<file path="src/rtl/gate_cmd_sequencer.sv">
// gate_cmd_sequencer: buffers channel commands in a small FIFO. Each command is
// played out as a contiguous burst of strobe-high cycles to the logic-gate
// controller, with select and operands held stable for the whole burst.
//
// Build option: GATE_SEQ_GAP_EN compiles in a one-cycle GAP state after every
// burst. The downstream enables then never switch channel while asserted.
// Without it, consecutive bursts abut.
//
// Handshake: a command transfers on a rising edge where cmd_valid and
// cmd_ready are both high. cmd_ready depends only on flush and the registered
// occupancy, never on cmd_valid. A full FIFO holds ready low even on a cycle
// that pops.
//
// dbg_state exposes the FSM state encoding for checkers.
module gate_cmd_sequencer #(
    parameter int DEPTH = 4,
    parameter int CW    = $clog2(DEPTH) + 1
) (
    input  logic          clk,
    input  logic          rst_n,
    input  logic          cmd_valid,
    output logic          cmd_ready,
    input  logic [1:0]    cmd_chan,
    input  logic [3:0]    cmd_a,
    input  logic [1:0]    cmd_b,
    input  logic [3:0]    cmd_len,
    input  logic          flush,
    output logic          ctl_i,
    output logic          ctl_s1,
    output logic          ctl_s0,
    output logic [3:0]    ctl_a,
    output logic [1:0]    ctl_b,
    output logic          busy,
    output logic          burst_done,
    output logic [CW-1:0] fifo_count,
    output logic [1:0]    dbg_state
);

    localparam int          PW      = $clog2(DEPTH);
    localparam logic [CW-1:0] DEPTH_C = CW'(DEPTH);

`ifdef GATE_SEQ_GAP_EN
    typedef enum logic [1:0] {IDLE = 2'd0, DRIVE = 2'd1, GAP = 2'd2} state_t;
`else
    typedef enum logic [1:0] {IDLE = 2'd0, DRIVE = 2'd1} state_t;
`endif

    // FIFO storage: entry packs {chan[11:10], a[9:6], b[5:4], len[3:0]}
    logic [11:0]   mem [DEPTH];
    logic [PW-1:0] wr_ptr;
    logic [PW-1:0] rd_ptr;
    logic [CW-1:0] count;
    logic          push;
    logic          pop;
    logic          empty;
    logic [11:0]   head;

    state_t        state, state_n;
    logic [3:0]    cnt, cnt_n;
    logic          i_n;
    logic [1:0]    sel_q, sel_n;
    logic [3:0]    a_n;
    logic [1:0]    b_n;
    logic          done_n;
    logic          load;

    assign empty      = (count == '0);
    assign cmd_ready  = ~flush & (count < DEPTH_C);
    assign push       = cmd_valid & cmd_ready;
    assign head       = mem[rd_ptr];
    assign fifo_count = count;
    assign busy       = (state == DRIVE) | ~empty;
    assign ctl_s1     = sel_q[1];
    assign ctl_s0     = sel_q[0];
    assign dbg_state  = state;

    // FIFO data write; storage needs no reset because occupancy gates reads
    always_ff @(posedge clk) begin
        if (push) begin
            mem[wr_ptr] <= {cmd_chan, cmd_a, cmd_b, cmd_len};
        end
    end

    // FIFO pointers and occupancy; flush wins over push and pop
    always_ff @(posedge clk or negedge rst_n) begin
        if (!rst_n) begin
            wr_ptr <= '0;
            rd_ptr <= '0;
            count  <= '0;
        end else if (flush) begin
            wr_ptr <= '0;
            rd_ptr <= '0;
            count  <= '0;
        end else begin
            if (push) wr_ptr <= wr_ptr + PW'(1);
            if (pop)  rd_ptr <= rd_ptr + PW'(1);
            case ({push, pop})
                2'b10:   count <= count + CW'(1);
                2'b01:   count <= count - CW'(1);
                default: count <= count;
            endcase
        end
    end

    // FSM state, burst counter and registered controller outputs
    always_ff @(posedge clk or negedge rst_n) begin
        if (!rst_n) begin
            state      <= IDLE;
            cnt        <= '0;
            ctl_i      <= 1'b0;
            sel_q      <= '0;
            ctl_a      <= '0;
            ctl_b      <= '0;
            burst_done <= 1'b0;
        end else begin
            state      <= state_n;
            cnt        <= cnt_n;
            ctl_i      <= i_n;
            sel_q      <= sel_n;
            ctl_a      <= a_n;
            ctl_b      <= b_n;
            burst_done <= done_n;
        end
    end

    // Next state and next output values; outputs default to zero
    always_comb begin
        state_n = state;
        cnt_n   = cnt;
        pop     = 1'b0;
        load    = 1'b0;
        i_n     = 1'b0;
        sel_n   = '0;
        a_n     = '0;
        b_n     = '0;
        done_n  = 1'b0;

        case (state)
            IDLE: begin
                if (!empty) load = 1'b1;
            end
            DRIVE: begin
                if (cnt != 4'd0) begin
                    cnt_n  = cnt - 4'd1;
                    i_n    = 1'b1;
                    sel_n  = sel_q;
                    a_n    = ctl_a;
                    b_n    = ctl_b;
                    done_n = (cnt == 4'd1);
                end else begin
`ifdef GATE_SEQ_GAP_EN
                    state_n = GAP;
`else
                    if (!empty) load = 1'b1;
                    else        state_n = IDLE;
`endif
                end
            end
`ifdef GATE_SEQ_GAP_EN
            GAP: begin
                if (!empty) load = 1'b1;
                else        state_n = IDLE;
            end
`endif
            default: state_n = IDLE;
        endcase

        // Start a burst from the FIFO head
        if (load) begin
            pop     = 1'b1;
            state_n = DRIVE;
            cnt_n   = head[3:0];
            i_n     = 1'b1;
            sel_n   = head[11:10];
            a_n     = head[9:6];
            b_n     = head[5:4];
            done_n  = (head[3:0] == 4'd0);
        end

        // Abort overrides any pop or burst completion
        if (flush) begin
            state_n = IDLE;
            pop     = 1'b0;
            cnt_n   = '0;
            i_n     = 1'b0;
            sel_n   = '0;
            a_n     = '0;
            b_n     = '0;
            done_n  = 1'b0;
        end
    end

endmodule

</file>
<file path="config.mk">
export PLATFORM = sky130hd
export DESIGN_NAME = gate_cmd_sequencer
export DESIGN_NICKNAME = d
export VERILOG_FILES = /design/src/rtl/gate_cmd_sequencer.sv
export SDC_FILE = /design/constraint.sdc
export NUM_CORES = 1
export LEC_CHECK = 0
export ABC_AREA = 1
export CAP_MARGIN = 40
export CORE_MARGIN = 4
export CORE_UTILIZATION = 35
export CTS_CLUSTER_DIAMETER = 40
export DETAILED_ROUTE_END_ITERATION = 12
export HOLD_SLACK_MARGIN = 0.15
export MAX_ROUTING_LAYER = met4
export PLACE_DENSITY_LB_ADDON = 0.25
export SLEW_MARGIN = 30
export SYNTH_ARGS = -nofsm -noshare
export SYNTH_HDL_FRONTEND = slang
export SYNTH_SLANG_ARGS = --single-unit
</file>
<file path="constraint.sdc">
create_clock -name clk -period 1.9 [get_ports clk]
set_input_delay 0.19 -clock clk [delete_from_list [all_inputs] [get_ports clk]]
set_output_delay 0.19 -clock clk [all_outputs]
set_load 0.02 [all_outputs]
</file>
Word-level counts from Yosys, hierarchy flattened --
Memories as Yosys holds them, arrays and structs flattened. Index checks and enable logic that the tools add are counted.
Cells by class: $add $sub $neg 5, reductions and logical operators 11, order comparisons 1, muxes and demuxes 40, bitwise logic cells 5, equality and inequality tests 7
Operators with widths (number):
- 4-bit two-way mux | 8
- 2-bit two-way mux | 14
- 1-bit two-way mux | 14
- 3-bit nonzero test | 3
- 4-bit inequality test, second input constant | 2
- 3-bit one-hot mux with 2 select lines | 1
- 2-bit by 1-bit adder with 2-bit output, second input constant | 2
- 2-bit by 1-bit == test with 1-bit output, second input constant | 2
- 4-bit by 1-bit == test with 1-bit output, second input constant | 1
- 4-bit zero test | 1
- 2-bit one-hot mux with 2 select lines | 1
- 2-bit nonzero test | 2
- 4-bit nonzero test | 1
- 4-bit by 1-bit subtractor with 4-bit output, second input constant | 1
- 3-bit by 1-bit adder with 3-bit output, second input constant | 1
- 3-bit zero test | 1
- 3-bit less-than comparator, second input constant | 1
- 3-bit two-way mux | 1
- 3-bit inequality test, second input constant | 1
- 3-bit AND reduction | 1
- 3-bit by 1-bit subtractor with 3-bit output, second input constant | 1
- 1-bit AND | 2
- 2-bit == test, second input constant | 1
- 2-bit zero test | 1
- 4 further kinds | 5
Word-level totals: input bits 16, memory bits (writable) 48, output and inout port bits 17, flip-flop bits (word level) 23, memories kept 1, word-level logic and storage cells 80
Memory list:
- mem | words 4, bits a word 12, read ports 1, clocked after Yosys merged registers in 0, wr ports 1, RTL line 49 | logic [11:0] mem [DEPTH];

Longest topological paths before layout --
Gate-level depths: netlist of the first run.
word-level depth 9, gate-level depth with buffers 10, gate-level depth less buffers 10

Least setup slack after synthesis of the first run --
OpenSTA, ideal clock, no wires.
path kind register to register, start point register count[2], in the netlist fifo_count[2], end point memory mem[0][0] (enable), stages on the path, launching flop included 4, data required time 1520 ps, arrival time 1630 ps, setup slack -110 ps, path buffers 0, period minus slack after synthesis 2010 ps, path through dfrtp_1 > nor2_1 > nand2_1 > nor2_1
On the way: cells in the longest elaborated chain, start to end 5
RTL lines:
- from (decl) | RTL line 52 | logic [CW-1:0] count;
- from (signal assigned) | RTL line 98 | 2'b10: count <= count + CW'(1);
- from (signal assigned) | RTL line 99 | 2'b01: count <= count - CW'(1);
- from (signal assigned) | RTL line 100 | default: count <= count;
- 3-bit less-than comparator | RTL line 68 | assign cmd_ready = ~flush & (count < DEPTH_C);
- 1-bit AND | RTL line 68
- named net cmd_ready | RTL line 22 | output logic cmd_ready,
- 1-bit AND | RTL line 69 | assign push = cmd_valid & cmd_ready;
- 1-bit two-way mux | RTL line 79 | if (push) begin
- 1-bit two-way mux (implied by the code) | RTL line 80 | mem[wr_ptr] <= {cmd_chan, cmd_a, cmd_b, cmd_len};
- to (decl) | RTL line 49
The timed path passes the listed nets, and every way through them passes these cells.

Worst setup path in the final report of the first run --
start point register count[2], in the netlist fifo_count[2], end point output cmd_ready
On the way: cells in the longest elaborated chain, start to end 2
RTL lines (RTL line):
- 3-bit less-than comparator | 68
- 1-bit AND | 68
- to (decl) | 22
No other way between the ends.

==> metrics.txt, run 1 <==
worst skew pair latency about 0.34 ns; TritonCTS clock tree built; Fmax achieved about 560 MHz; clock skew approximately 0.0071 ns; nets@finish 333; Die X 101 µm; hpwl dp a little under 4000 µm; min-delay worst type input port to asynchronous set/reset pin; Yosys top cell area share 0.475; Syn Area/Cell between 10 and 15 µm²; static leakage around 1.5 nW; min cycle time layout 1.80 ns; most frequent cell after synthesis nand2_1; WL/cell about 14 µm; WHS roughly 0.21 ns; Mapped Nets ~290; startpoint type of the worst setup path flop; All-Layer GR Usage 0.132; clock sinks 70; IO Count 33; DR pass1 iterations 4; drc violations 0; GR Overflow Total 0; vias per cell about 4.7; Root Driver clkbuf_8; H-tree Lvls 3; Crit path max-delay family buffers and inverters; largest net degree at the start of global routing 23; Clock transition at path regs 0.08 ns; Mapped Cells between 200 and 300; layout cells sized above 1 0.162; vias in the first global route around 1.9k; crit-path cells nor2_1 > clkdlybuf4s50_1; Post-synth EDFFs 48; Synth cell types 32; RSZ-0062 raised after global routing no; mapped cell area slightly above 3000 µm²; run status completed; CTS hold repair buffers 0; drt total wl approximately 6000 µm; row cnt 33; crit path capture type output pin; dpl cells roughly 400; Port Buffers 31; Ant. Diodes 0; Final period util 0.945; Fin. Hold Viols 0; top post-synthesis cells by area edfxtp_1, dfrtp_1, nand2_1, ha_1, o21ai_1; main flop type after synthesis edfxtp_1; die area between 10000 and 15000 µm²; Iteration-0 DRC Markers between 70 and 80; antenna violations before repair 0; Max clock buf depth 2; via count 1989; Synth async-reset ratio 0.314; crit path buf inv count 1; placeable core area approximately 8300 µm²; CP Max Fanout 5; register bit total from synthesis 70; RePlAce Congestion 0.834; cell taking the most area after synthesis edfxtp_1; cell area power density 1380 nW/µm²; crit path DAT 1.61 ns; CP Class flop to output pin; most common library cells after synthesis nand2_1, edfxtp_1, dfrtp_1; CTS buffer count 9; first-pass GRT wire length 9850 µm; Required @ worst endpoint around 1.7 ns; fin cells between 400 and 500; Crit path largest cell delay about 0.63 ns; Max-cap violations 0; Starting Density 0.364; synth warn 0; final setup vio count 0; final core utilization 0.453; CP max stage cell clkdlybuf4s50_1; post-route ant nets 0; Area Growth Syn to Fin 24.4%; worst vdd ir approximately 0.00036 V; post-synthesis sequential area ratio 0.656; Max Slew Vio Count 0; Die H 101 µm
[routing by layer]
metal	vias to the layer above	GRT usage	share of wire
met3	8	0.0269	0.031
met2	32	0.213	0.50
met4	0	0.0613	0.019
met5	-	-	0
li1	996	-	-
met1	953	0.159	0.45
[layout make-up]
| cell class | instances | area (µm²) |
|---|---|---|
| multi-input combinational | 159 | 895 |
| clock buffer | 9 | 124 |
| timing repair buffer | 47 | 479 |
| tap | 105 | 131 |
| fill | 803 | 4560 |
| clock inverter | 7 | 72.6 |
| inverter | 22 | 82.6 |
| sequential | 70 | 1990 |
[sequential cells by signal (all words and copies together), names as in the netlist]
name	cells
wr_ptr	2
ctl_i	1
sel_q	2
dbg_state	1
rd_ptr	2
mem	48
fifo_count	3
ctl_b	2
cnt	4
ctl_a	4
burst_done	1
[power breakdown]
group          switching [mW]  total, mW  internal (mW)
Clock                   0.598       1.21          0.608
Combinational            1.15       1.99          0.837
Sequential              0.156       2.03           1.88
Total                    1.90       5.23           3.32
[per-stage QoR]
stage / setup WS [ns] / power (mW) / setup TNS [ns] / area [µm²]
6_report: 0.105 / 5.23 / 0 / 3780
5_1_grt: 0.0281 / 5.57 / 0 / 3780
4_1_cts: 0.0322 / 5.24 / 0 / 3760
3_5_place_dp: 0.151 / 4.04 / 0 / 3570
3_3_place_gp: 0.183 / 4.01 / 0 / 3570
2_1_floorplan: -0.110 / 3.36 / -5.29 / 3040
[logic make-up after synthesis]
| group | after synthesis | synth area share |
|---|---|---|
| XOR/XNOR | 2 | 0.00577 |
| multiplexers | 1 | 0.00330 |
| adder cells (fa/ha/maj) | 8 | 0.0354 |
| buffers and inverters | 32 | 0.0494 |
| flip-flops | 70 | 0.656 |
| AO/OA/AOI/OAI | 50 | 0.108 |
| other | 1 | 0.00123 |
| AND/OR/NAND/NOR | 97 | 0.141 |
[worst reg2reg max path, cell delays in order, from the launching register on]
cell and delay [ns]:
dfrtp_1 0.38, inv_1 0.10, ha_1 0.21, nand2_2 0.08
nand2_4 0.05, nand3_2 0.09, inv_1 0.06, fa_1 0.38
nand3b_1 0.17, nand3_1 0.08, nand2_1 0.05
[path summary, 6_finish.rpt]
kind	cells past startpoint	to	slack, ns	startpoint
max	2	cmd_ready	0.10	fifo_count[2]
min	2	wr_ptr[1]	0.21	rst_n
max reg2reg	10	fifo_count[2]	0.16	cnt[0]
min reg2reg	2	ctl_b[0]	0.50	ctl_b[0]
max in group asynchronous	2	burst_done	1.45	rst_n
min in group clk	1	mem[1][8]	0.48	cmd_a[2]
[repair_timing]
item,in CTS,in global routing
cloned,0,0
endpoints found under the setup margin,1,1
gates resized for setup,1,0
pin swaps,0,1
setup buffers,0,2
endpoints found under the hold margin,0,0
[cells in the final DEF (no fill, tap or decap), drive strengths merged, types with 2 or more instances in the layout]
cell type	n
a21oi	16
a32o	8
buf	16
clkbuf	9
clkdlybuf4s50	30
clkinv	3
clkinvlp	2
dfrtp	22
edfxtp	48
ha	7
inv	23
nand2	62
nand3	9
nand4	3
nor2	21
o211ai	4
o21ai	21
Note: power is estimated with default switching activity, not from simulation.
==> inputs of run 2 (changes only) <==
Settings changed: REMOVE_ABC_BUFFERS set to 1.
==> metrics.txt, run 2 (synthesis results as in run 1) <==
run status completed; biggest regs mem x48, cnt x4, ctl_a x4; sw frac 0.368 (+0.00333); final setup vio count 0 (unchanged); CTS buffer count 9 (unchanged); Psw 1.85 mW (-2.9%); DR pass1 iterations 4 (unchanged); startpoint type of the worst setup path flop; GR Overflow Total 0 (unchanged); layout cells sized above 1 0.157 (-0.00537); crit path DAT 1.62 ns (about the same); clock sinks 70 (unchanged); Multi-input gate area 895 µm² (unchanged); most frequent cells in the layout nand2_1, edfxtp_1, clkdlybuf4s50_1; Max Slew Vio Count 0 (unchanged); vias in the first global route 1982 (+1.8%); first-pass GRT wire length 9980 µm (+1.3%); drt total wl 5970 µm (-0.91%); clock network power share 0.210 (-0.021); Area Growth Syn to Fin 22.7%; crit path capture type output pin; Power Internal 3.18 mW (-4.3%); CTS hold repair buffers 0 (unchanged); Die X 101 µm (unchanged); Required @ worst endpoint 1.71 ns (about the same); vias per cell 4.76 (+0.23%); post-route ant nets 0 (unchanged); cell area power density 1350 nW/µm² (-2.5%); Max-cap violations 0 (unchanged); Critical Path Start fifo_count[2]; Final period util 0.951 (+0.00615); Power, Total 5.03 mW (-3.8%); antenna violations before repair 0 (unchanged); Ant. Diodes 0 (unchanged); Port Buffers 31 (unchanged); TritonCTS clock tree built; commonest non-fill, non-tap cell in the layout nand2_1; min-delay worst type input port to asynchronous set/reset pin; All-Layer GR Usage 0.133 (+0.00108); WL/cell 14.3 µm (-0.44%); H-tree Lvls 3 (unchanged); Starting Density 0.364 (unchanged); Seq pwr share 0.405 (+0.016); hpwl dp 3990 µm (+0.78%); Root Driver clkbuf_8; IO Count 33 (unchanged); flip-flop and latch area 1990 µm² (about the same); row cnt 33 (unchanged); Comb pwr share 0.386 (+0.006); CP Max Fanout 7 (+2); clock skew 0.00684 ns (-0.000263 ns); CP Class flop to output pin; max reg flops 48 (unchanged); via count 1984 (-0.25%); RePlAce Congestion 0.783 (-6.1%); placeable core area 8340 µm² (unchanged); setup TNS 0 ns (unchanged); worst vdd ir 0.000458 V (+27%); Clock transition at path regs 0.07 ns (about the same); drc violations 0 (unchanged); RSZ-0062 raised after global routing no; die area 10200 µm² (unchanged); Iteration-0 DRC Markers 56 (-29%); nets@finish 331 (-0.60%); Reg-to-Reg Start cnt[0]; Post-DP Area 3550 µm² (-0.35%); most flop-heavy register mem; # fillers 791 (-1.5%); Die H 101 µm (unchanged); static leakage 1.48 nW (-1.0%); final instance area 3730 µm² (-1.3%); largest net degree at the start of global routing 23 (unchanged); Fmax achieved 553 MHz (-0.65%); min cycle time layout 1.81 ns (+0.0117 ns); worst skew pair latency 0.34 ns (about the same); Max clock buf depth 2 (unchanged); Fin. Hold Viols 0 (unchanged)
run 2: worst paths after layout:
check / end / slack [ns] / cells past startpoint
max in group asynchronous: fifo_count[2] / 1.42 / 2
hold reg to reg: sel_q[1] / 0.49 / 2
min in group clk: mem[1][9] / 0.48 / 1
setup / recovery: busy / 0.09 / 4
hold / removal: ctl_a[0] / 0.21 / 2
setup reg to reg: fifo_count[2] / 0.16 / 10
run 2: cell type report:
cell class,instances,share of cell area
Sequential cell,70,0.535
Multi-Input combinational cell,159,0.240
Timing Repair Buffer,45,0.121
Clock buffer,10,0.0369
Tap cell,105,0.0352
Inverter,22,0.0222
Clock inverter,6,0.00973
run 2: through the flow:
stage	std cells	setup slack (ns)	utilization	hold WS, ns
after floorplan	251	-0.111	-	-0.106
after global placement	401	0.181	0.426	0.480
after detailed placement	401	0.158	0.426	0.486
after CTS	417	0.0611	0.447	0.210
after global routing	417	0.0154	0.447	0.233
final	417	0.0932	0.447	0.213
run 2: repair_timing:
| action | 4_1_cts | 5_1_grt |
|---|---|---|
| pin swaps | 0 | 0 |
| cloned | 0 | 0 |
| gates resized for setup | 1 | 1 |
| setup endpoints to repair | 1 | 1 |
| endpoints found under the hold margin | 0 | 0 |
| buffers inserted | 0 | 0 |
run 2: critical path, cell delays in order (launching register included):
cell and delay [ns]:
dfrtp_2 0.44, inv_2 0.09, nand2_2 0.14, or2_2 0.30
dlygate4sd2_1 0.32
run 2: metal layers:
metal	up-vias	global-route usage	share of wire	routed length [µm]
met4	0	0.0521	0.016	97
met5	-	-	0	0
met1	949	0.169	0.48	2840
met3	10	0.0386	0.038	225
li1	992	-	-	-
met2	33	0.201	0.47	2810
run 2: power by group through the flow:
stage / combinational, mW / clock [mW] / sequential [mW]
CTS: 1.96 / 1.08 / 2.04
global placement: 1.95 / 0 / 2.07
detailed placement: 1.97 / 0 / 2.07
global route: 2.15 / 1.16 / 2.07
floorplan: 1.04 / 0 / 2.23
finish: 1.94 / 1.05 / 2.04
